`src/rtl/fsk_modem_pkg.sv`:
```
// fsk_modem_pkg: shared constants and quarter-wave sine table for the FSK modem
package fsk_modem_pkg;
   localparam int PHASE_W = 8;
   localparam int SAMPLE_W = 6;
   localparam logic [7:0] TIMEOUT = 8'd63;
   localparam logic [7:0] MARK_INC_RST = 8'h20;
   localparam logic [7:0] SPACE_INC_RST = 8'h10;
   localparam logic [7:0] THRESH_RST = 8'd12;
   localparam logic [7:0] ADDR_MARK = 8'h00;
   localparam logic [7:0] ADDR_SPACE = 8'h01;
   localparam logic [7:0] ADDR_THRESH = 8'h02;

   function automatic logic [4:0] quarter_sine(input logic [3:0] idx);
      logic [4:0] t;
      case (idx)
         4'd0: t = 5'd0;
         4'd1: t = 5'd3;
         4'd2: t = 5'd6;
         4'd3: t = 5'd9;
         4'd4: t = 5'd12;
         4'd5: t = 5'd15;
         4'd6: t = 5'd17;
         4'd7: t = 5'd20;
         4'd8: t = 5'd22;
         4'd9: t = 5'd24;
         4'd10: t = 5'd26;
         4'd11: t = 5'd27;
         4'd12: t = 5'd29;
         4'd13: t = 5'd30;
         4'd14: t = 5'd30;
         default: t = 5'd31;
      endcase
      return t;
   endfunction

   // mirrored index 16 is the crest, one past the end of the 16-entry table
   function automatic logic [SAMPLE_W-1:0] sine_sample(input logic [5:0] p);
      logic [4:0] k;
      logic [4:0] mag;
      k = p[4] ? 5'd16 - {1'b0, p[3:0]} : {1'b0, p[3:0]};
      mag = k[4] ? 5'd31 : quarter_sine(k[3:0]);
      return p[5] ? 6'd32 - {1'b0, mag} : 6'd32 + {1'b0, mag};
   endfunction
endpackage

```
`src/rtl/fsk_modem_if.sv`:
```
// fsk_modem_if: SPI configuration pins between the pin frame and the config block
interface fsk_modem_if;
   logic cs_n;
   logic sck;
   logic mosi;
   modport master (output cs_n, output sck, output mosi);
   modport slave (input cs_n, input sck, input mosi);
endinterface

```
`src/rtl/fsk_spi_cfg.sv`:
```
// fsk_spi_cfg: write-only mode-0 SPI slave holding the modem config registers
module fsk_spi_cfg
   import fsk_modem_pkg::*;
(
   input  logic       clk,
   input  logic       rst,
   fsk_modem_if.slave spi_i,
   output logic [7:0] mark_inc_o,
   output logic [7:0] space_inc_o,
   output logic [7:0] thresh_o
);
   logic [1:0] cs_sync_q, sck_sync_q, mosi_sync_q;
   logic cs_prev_q, sck_prev_q;
   logic [15:0] shift_q, shift_d;
   logic [4:0] bits_q, bits_d;
   logic [7:0] mark_q, mark_d, space_q, space_d, thresh_q, thresh_d;
   logic cs_fall, cs_rise, sck_rise, commit;

   always_ff @(posedge clk) begin
      cs_sync_q <= {cs_sync_q[0], spi_i.cs_n};
      sck_sync_q <= {sck_sync_q[0], spi_i.sck};
      mosi_sync_q <= {mosi_sync_q[0], spi_i.mosi};
   end

   always_comb begin
      cs_fall = ~cs_sync_q[1] & cs_prev_q;
      cs_rise = cs_sync_q[1] & ~cs_prev_q;
      sck_rise = sck_sync_q[1] & ~sck_prev_q & ~cs_sync_q[1];
      shift_d = sck_rise ? {shift_q[14:0], mosi_sync_q[1]} : shift_q;
      bits_d = cs_fall ? 5'd0 : (sck_rise && bits_q != 5'd17) ? bits_q + 5'd1 : bits_q;
      commit = cs_rise && bits_q == 5'd16;
      mark_d = (commit && shift_q[15:8] == ADDR_MARK) ? shift_q[7:0] : mark_q;
      space_d = (commit && shift_q[15:8] == ADDR_SPACE) ? shift_q[7:0] : space_q;
      thresh_d = (commit && shift_q[15:8] == ADDR_THRESH) ? shift_q[7:0] : thresh_q;
   end

   always_ff @(posedge clk) begin
      if (rst) begin
         cs_prev_q <= 1'b1;
         sck_prev_q <= 1'b0;
         shift_q <= 16'd0;
         bits_q <= 5'd0;
         mark_q <= MARK_INC_RST;
         space_q <= SPACE_INC_RST;
         thresh_q <= THRESH_RST;
      end else begin
         cs_prev_q <= cs_sync_q[1];
         sck_prev_q <= sck_sync_q[1];
         shift_q <= shift_d;
         bits_q <= bits_d;
         mark_q <= mark_d;
         space_q <= space_d;
         thresh_q <= thresh_d;
      end
   end

   assign mark_inc_o = mark_q;
   assign space_inc_o = space_q;
   assign thresh_o = thresh_q;
endmodule

```
`src/rtl/fsk_modem_top.sv`:
```
// fsk_modem_top: binary FSK modulator and period-measuring demodulator on an 8-in/8-out pin frame
module fsk_modem_top
   import fsk_modem_pkg::*;
(
   input  logic [7:0] io_in,
   output logic [7:0] io_out
);
   logic clk, rst, unused_io;
   logic [7:0] mark_inc, space_inc, thresh;
   logic [1:0] din_sync_q, smp_sync_q;
   logic [PHASE_W-1:0] phase_q, phase_d;
   logic [SAMPLE_W-1:0] samp_q, samp_d;
   logic [7:0] cnt_q, cnt_d;
   logic smp_prev_q, armed_q, armed_d, dout_q, dout_d, valid_q, valid_d, rise;

   assign clk = io_in[0];
   assign rst = io_in[1];
   assign unused_io = io_in[6];

   fsk_modem_if spi_bus ();
   assign spi_bus.cs_n = io_in[2];
   assign spi_bus.sck = io_in[3];
   assign spi_bus.mosi = io_in[4];

   fsk_spi_cfg u_cfg (
      .clk(clk),
      .rst(rst),
      .spi_i(spi_bus),
      .mark_inc_o(mark_inc),
      .space_inc_o(space_inc),
      .thresh_o(thresh)
   );

   always_ff @(posedge clk) begin
      din_sync_q <= {din_sync_q[0], io_in[5]};
      smp_sync_q <= {smp_sync_q[0], io_in[7]};
   end

   // armed_q marks that cnt spans a whole carrier period, so the next edge is a valid measurement
   always_comb begin
      phase_d = phase_q + (din_sync_q[1] ? mark_inc : space_inc);
      samp_d = sine_sample(phase_q[PHASE_W-1:PHASE_W-6]);
      rise = smp_sync_q[1] & ~smp_prev_q;
      cnt_d = rise ? 8'd1 : cnt_q + {7'd0, cnt_q != 8'hFF};
      dout_d = (rise && armed_q) ? (cnt_q < thresh) : dout_q;
      valid_d = (rise && armed_q && cnt_q >= 8'd2) ? 1'b1 : (!rise && cnt_d == TIMEOUT) ? 1'b0 : valid_q;
      armed_d = rise ? 1'b1 : (cnt_d == TIMEOUT) ? 1'b0 : armed_q;
   end

   always_ff @(posedge clk) begin
      if (rst) begin
         phase_q <= '0;
         samp_q <= 6'd32;
         cnt_q <= 8'd0;
         smp_prev_q <= 1'b0;
         armed_q <= 1'b0;
         dout_q <= 1'b0;
         valid_q <= 1'b0;
      end else begin
         phase_q <= phase_d;
         samp_q <= samp_d;
         cnt_q <= cnt_d;
         smp_prev_q <= smp_sync_q[1];
         armed_q <= armed_d;
         dout_q <= dout_d;
         valid_q <= valid_d;
      end
   end

   assign io_out = {samp_q, valid_q, dout_q};
endmodule

```
`config.mk`:
```
export PLATFORM = sky130hd
export DESIGN_NAME = fsk_modem_top
export DESIGN_NICKNAME = d
export VERILOG_FILES = /design/src/rtl/fsk_modem_pkg.sv /design/src/rtl/fsk_modem_if.sv /design/src/rtl/fsk_spi_cfg.sv /design/src/rtl/fsk_modem_top.sv
export SDC_FILE = /design/constraint.sdc
export NUM_CORES = 1
export LEC_CHECK = 0
export CORE_MARGIN = 3
export CORE_UTILIZATION = 25
export CTS_CLUSTER_SIZE = 16
export DETAILED_ROUTE_END_ITERATION = 8
export DONT_BUFFER_PORTS = 1
export HOLD_SLACK_MARGIN = 0.1
export PLACE_DENSITY_LB_ADDON = 0.15
export SYNTH_ARGS = -nofsm -noshare
export SYNTH_HDL_FRONTEND = slang
export SYNTH_SLANG_ARGS = --single-unit
```
`constraint.sdc`:
```
create_clock -name io_in -period 3.2 [get_ports io_in]
set_clock_uncertainty 0.2 [all_clocks]
set_input_delay 0.32 -clock io_in [delete_from_list [all_inputs] [get_ports io_in]]
set_output_delay 0.32 -clock io_in [all_outputs]
set_load 0.02 [all_outputs]
```
==> impl_metrics.prom <==
# TYPE chip_impl_metric gauge
chip_impl_info{name="rsz_0062_raised_after_global_routing",value="no"} 1
chip_impl_info{name="crit_path_start_kind",value="register"} 1
chip_impl_metric{name="groute.layer.met2.usage",unit="%"} 13.0
chip_impl_metric{name="grt_use_met1",unit="%"} 10.8
chip_impl_metric{name="clk-insertion-delay-late",unit="ns"} 0.34
chip_impl_metric{name="final.min_clock_period",unit="ns"} 2.89
chip_impl_metric{name="yosys.area_share.xor_xnor",unit="%"} 5.96
chip_impl_metric{name="dr.first_iter.drc_count",unit=""} 137
chip_impl_metric{name="drv_slew",unit=""} 0
chip_impl_info{name="holdCritStartpoint",value="io_in[3]"} 1
chip_impl_metric{name="effective_utilization_at_floorplan",unit="%"} 25.9
chip_impl_metric{name="grt_pass1_wl",unit="mm"} 14.4
chip_impl_metric{name="timing_worst_slew_pin_value",unit="ns"} 0.678
chip_impl_metric{name="cts_hold_buf",unit=""} 0
chip_impl_metric{name="post_synthesis_net_count",unit=""} 451
chip_impl_metric{name="share_seq_of_total_power",unit="%"} 22.1
chip_impl_metric{name="detailedPlacementHpwl",unit="mm"} 5.36
chip_impl_info{name="status",value="finished, violations left"} 1
chip_impl_metric{name="hold_path_depth",unit=""} 0
chip_impl_info{name="timing.hold.worst.class",value="clock port to register"} 1
chip_impl_metric{name="timing.final.hold_violations",unit=""} 49
chip_impl_metric{name="vias",unit=""} 2947
chip_impl_metric{name="remaining_drc_errors",unit=""} 0
chip_impl_metric{name="globalplace.congestion",unit=""} 0.816
chip_impl_metric{name="die_outline_area",unit="um^2"} 16800
chip_impl_metric{name="r2r.worst_path.cells",unit=""} 11
chip_impl_metric{name="grt.overflow.total",unit=""} 0
chip_impl_metric{name="yosysWarningCount",unit=""} 0
chip_impl_metric{name="cap_viol_max_count",unit=""} 0
chip_impl_metric{name="synth_compound_gate_area_share",unit="%"} 10.6
chip_impl_metric{name="postCtsSetupRepairBufs",unit=""} 0
chip_impl_metric{name="multi_input_comb_area",unit="um^2"} 1980
chip_impl_metric{name="route.final.wire_length",unit="mm"} 8.48
chip_impl_metric{name="die_h",unit="um"} 130
chip_impl_metric{name="ir_drop",unit="uV"} 481
chip_impl_metric{name="die_w",unit="um"} 130
chip_impl_metric{name="setup_violators_final",unit=""} 0
chip_impl_metric{name="via_count_of_the_first_global_routing_pass",unit=""} 3504
chip_impl_metric{name="synth_simple_gate_area_share",unit="%"} 19.6
chip_impl_metric{name="area.growth.synth_to_final",unit="%"} 35.1
chip_impl_metric{name="rows",unit=""} 44
chip_impl_metric{name="timing.reg2reg.setup_slack",unit="ns"} 0.31
chip_impl_metric{name="finalNetCount",unit=""} 481
chip_impl_metric{name="antenna_cells",unit=""} 0
chip_impl_metric{name="cp_data_required_time",unit="ns"} 3.23
chip_impl_metric{name="proportion_of_synthesized_chip_area_in_sequential_cells",unit="%"} 43.5
chip_impl_metric{name="post_drt_via_cell_ratio",unit=""} 4.52
chip_impl_metric{name="grt_antenna_before_repair",unit=""} 0
chip_impl_metric{name="intPower",unit="mW"} 3.88
chip_impl_metric{name="final.hold.worst_slack",unit="ns"} -0.517
chip_impl_metric{name="synth.mux.area_fraction",unit="%"} 7.37
chip_impl_metric{name="cellPowerDensity",unit="nW/um^2"} 1010
chip_impl_metric{name="grt.met3_usage",unit="%"} 10.4
chip_impl_metric{name="final_layout_size_suffix_gt1_share",unit="%"} 14.3
chip_impl_info{name="main_combinational_cell_family_by_area_after_synthesis",value="simple AND/OR/NAND/NOR gates"} 1
chip_impl_metric{name="synth.distinct_cells",unit=""} 54
chip_impl_metric{name="ys_ff_latch",unit=""} 83
chip_impl_metric{name="design.portCount",unit=""} 16
chip_impl_metric{name="synth-async-reset-ratio",unit="%"} 0
chip_impl_metric{name="route.antenna.remaining_nets",unit=""} 0
chip_impl_metric{name="dr.pass1.iters",unit=""} 4
chip_impl_info{name="worst_setup_path_end_kind",value="register"} 1
chip_impl_metric{name="setup_tns",unit="ns"} 0
chip_impl_info{name="synth-main-ff-cell",value="sky130_fd_sc_hd__dfxtp_1"} 1
chip_impl_metric{name="p_switching",unit="mW"} 1.32
chip_impl_metric{name="layout_worst_path_cycle_share",unit="%"} 90.3
chip_impl_metric{name="ff_latch_area",unit="um^2"} 1660
chip_impl_info{name="crit_type",value="register to register"} 1
chip_impl_metric{name="share_of_power_burned_in_combinational_logic",unit="%"} 0
chip_impl_metric{name="arrival",unit="ns"} 2.92
chip_impl_metric{name="clkTransAtPathRegs",unit="ns"} 0.06
chip_impl_info{name="busiest_layer",value="met4"} 1
chip_impl_info{name="crit-reg2reg-launch",value="phase_q[2]"} 1
chip_impl_metric{name="avgSynthCellArea",unit="um^2"} 9.14
chip_impl_metric{name="grtUsageTotal",unit="%"} 11.4
chip_impl_metric{name="clock.fmax",unit="MHz"} 346
chip_impl_metric{name="power.static_leakage",unit="nW"} 2.17
chip_impl_metric{name="timing.slew.headroom",unit="%"} 54.8
chip_impl_metric{name="power_switching_share",unit="%"} 25.3
chip_impl_info{name="worstHoldEndpoint",value="u_cfg.sck_sync_q[0]"} 1
chip_impl_metric{name="synthesis.instances",unit=""} 418
chip_impl_metric{name="coreArea",unit="um^2"} 14800
chip_impl_info{name="most-common-layout-cells",value="83 x sky130_fd_sc_hd__dfxtp_1, 68 x sky130_fd_sc_hd__nand2_1, 46 x sky130_fd_sc_hd__nor2_1"} 1
chip_impl_metric{name="clock_power_share",unit="%"} 77.9
chip_impl_metric{name="pin_count_of_the_biggest_net_entering_global_routing",unit=""} 19
chip_impl_metric{name="final.fill_count",unit=""} 1490
chip_impl_metric{name="synth.cell_area",unit="um^2"} 3820
chip_impl_metric{name="port_buffers",unit=""} 0
chip_impl_metric{name="crit_path_max_fanout",unit=""} 6
chip_impl_info{name="clock_tree_from_tritoncts",value="built"} 1
chip_impl_info{name="worstReg2RegEnd",value="samp_q[4]"} 1
chip_impl_info{name="layout.cells.most_common",value="sky130_fd_sc_hd__dfxtp_1"} 1
chip_impl_info{name="violated_checks",value="hold timing"} 1
chip_impl_metric{name="synth-edff-count",unit=""} 0
chip_impl_metric{name="drt-wirelength-per-cell",unit="um"} 13.0
chip_impl_metric{name="synthAdderAreaFrac",unit="%"} 8.39
chip_impl_metric{name="cts_resized",unit=""} 0
## synth_stat cells (6+ instances only)
| cell type | count | area share [%] |
|---|---|---|
| sky130_fd_sc_hd__a21oi_1 | 33 | 4.3 |
| sky130_fd_sc_hd__nand2b_1 | 6 | 0.98 |
| sky130_fd_sc_hd__dfxtp_1 | 83 | 44 |
| sky130_fd_sc_hd__a21o_1 | 9 | 1.8 |
| sky130_fd_sc_hd__ha_1 | 24 | 7.9 |
| sky130_fd_sc_hd__mux2i_1 | 18 | 4.7 |
| sky130_fd_sc_hd__nor2_1 | 46 | 4.5 |
| sky130_fd_sc_hd__nor3_1 | 6 | 0.79 |
| sky130_fd_sc_hd__mux2_2 | 8 | 2.4 |
| sky130_fd_sc_hd__nand3_1 | 8 | 1.0 |
| sky130_fd_sc_hd__nand2_1 | 68 | 6.7 |
| sky130_fd_sc_hd__xnor2_1 | 8 | 1.8 |
| sky130_fd_sc_hd__xor2_1 | 13 | 3.0 |
| sky130_fd_sc_hd__inv_1 | 18 | 1.8 |
| sky130_fd_sc_hd__nor2b_1 | 6 | 0.98 |
| sky130_fd_sc_hd__clkbuf_1 | 10 | 0.98 |
## final cells by class
class / count / share of cell area, %
multi-input combinational: 298 / 38.4
sequential: 83 / 32.2
clock buffer: 50 / 19.1
tap: 184 / 4.46
clock inverter: 16 / 4.10
inverter: 18 / 1.31
timing repair buffer: 3 / 0.437
## worst max path at each step
stage,start,endpoint,slack (ns)
2_1_floorplan,din_sync_q[1],phase_q[7],0.44
3_3_place_gp,phase_q[2],samp_q[4],0.43
3_5_place_dp,phase_q[2],samp_q[4],0.34
4_1_cts,phase_q[2],samp_q[4],0.32
5_1_grt,phase_q[2],samp_q[4],0.1
6_report,phase_q[2],samp_q[4],0.31
## routing by layer
layer / vias to the layer above / wire [um]
li1: 1485 / -
met1: 1325 / 3710
met2: 93 / 3660
met3: 44 / 700
met4: 0 / 406
met5: - / 0
## critical path, stage by stage (launching register included)
cell                       delay, ns
sky130_fd_sc_hd__dfxtp_1        0.42
sky130_fd_sc_hd__inv_1          0.14
sky130_fd_sc_hd__ha_1           0.30
sky130_fd_sc_hd__nand2b_1       0.24
sky130_fd_sc_hd__xnor2_2        0.29
sky130_fd_sc_hd__mux2_1         0.37
sky130_fd_sc_hd__mux2i_1        0.18
sky130_fd_sc_hd__nor2_1         0.06
sky130_fd_sc_hd__ha_1           0.21
sky130_fd_sc_hd__a31oi_1        0.15
sky130_fd_sc_hd__xor2_1         0.15
sky130_fd_sc_hd__nor2_1         0.05
## kinds of logic (layout without fill, tap and decap cells)
family,Yosys count,after routing
muxes,27,27
and+or+nand+nor,163,163
DFF,83,83
adders and majority gates,25,25
AOI/OAI and AO/OA,60,60
buffers and inverters,37,87
xor gates and xnor gates,23,23
## power by group through the flow
stage / registers (mW) / clock network (mW) / logic, mW
global route: 1.15 / 4.40 / 0.000000718
finish: 1.15 / 4.05 / 0.000000718
floorplan: 1.18 / 0.666 / 0.000000738
CTS: 1.15 / 4.21 / 0.000000718
detailed placement: 1.18 / 0.422 / 0.000000718
global placement: 1.18 / 0.422 / 0.000000718
## state kept, by name (all words and copies together), names as in the netlist
| register | flops |
|---|---|
| u_cfg.cs_sync_q | 2 |
| u_cfg.cs_prev_q | 1 |
| u_cfg.bits_q | 5 |
| u_cfg.thresh_o | 8 |
| smp_sync_q | 2 |
| samp_q | 6 |
| armed_q | 1 |
| cnt_q | 8 |
| phase_q | 8 |
| u_cfg.mark_inc_o | 8 |
| u_cfg.space_inc_o | 8 |
| u_cfg.mosi_sync_q | 2 |
| smp_prev_q | 1 |
| u_cfg.sck_prev_q | 1 |
| u_cfg.shift_q | 16 |
| u_cfg.sck_sync_q | 2 |
| din_sync_q | 2 |
| valid_q | 1 |
| dout_q | 1 |
## through the flow
step                      worst slack [ns]  power (mW)  instances  instance area [um^2]  utilization (%)
after detailed placement             0.338        1.60        587                  3970             26.9
after CTS                            0.323        5.36        652                  5160             35.0
after global routing                0.0959        5.55        652                  5160             35.0
after global placement               0.427        1.60        587                  3970             26.9
after floorplan                      0.443        1.85        418                  3820                -
final                                0.310        5.20        652                  5160             35.0
No activity file was read; power rests on OpenSTA's default activity.
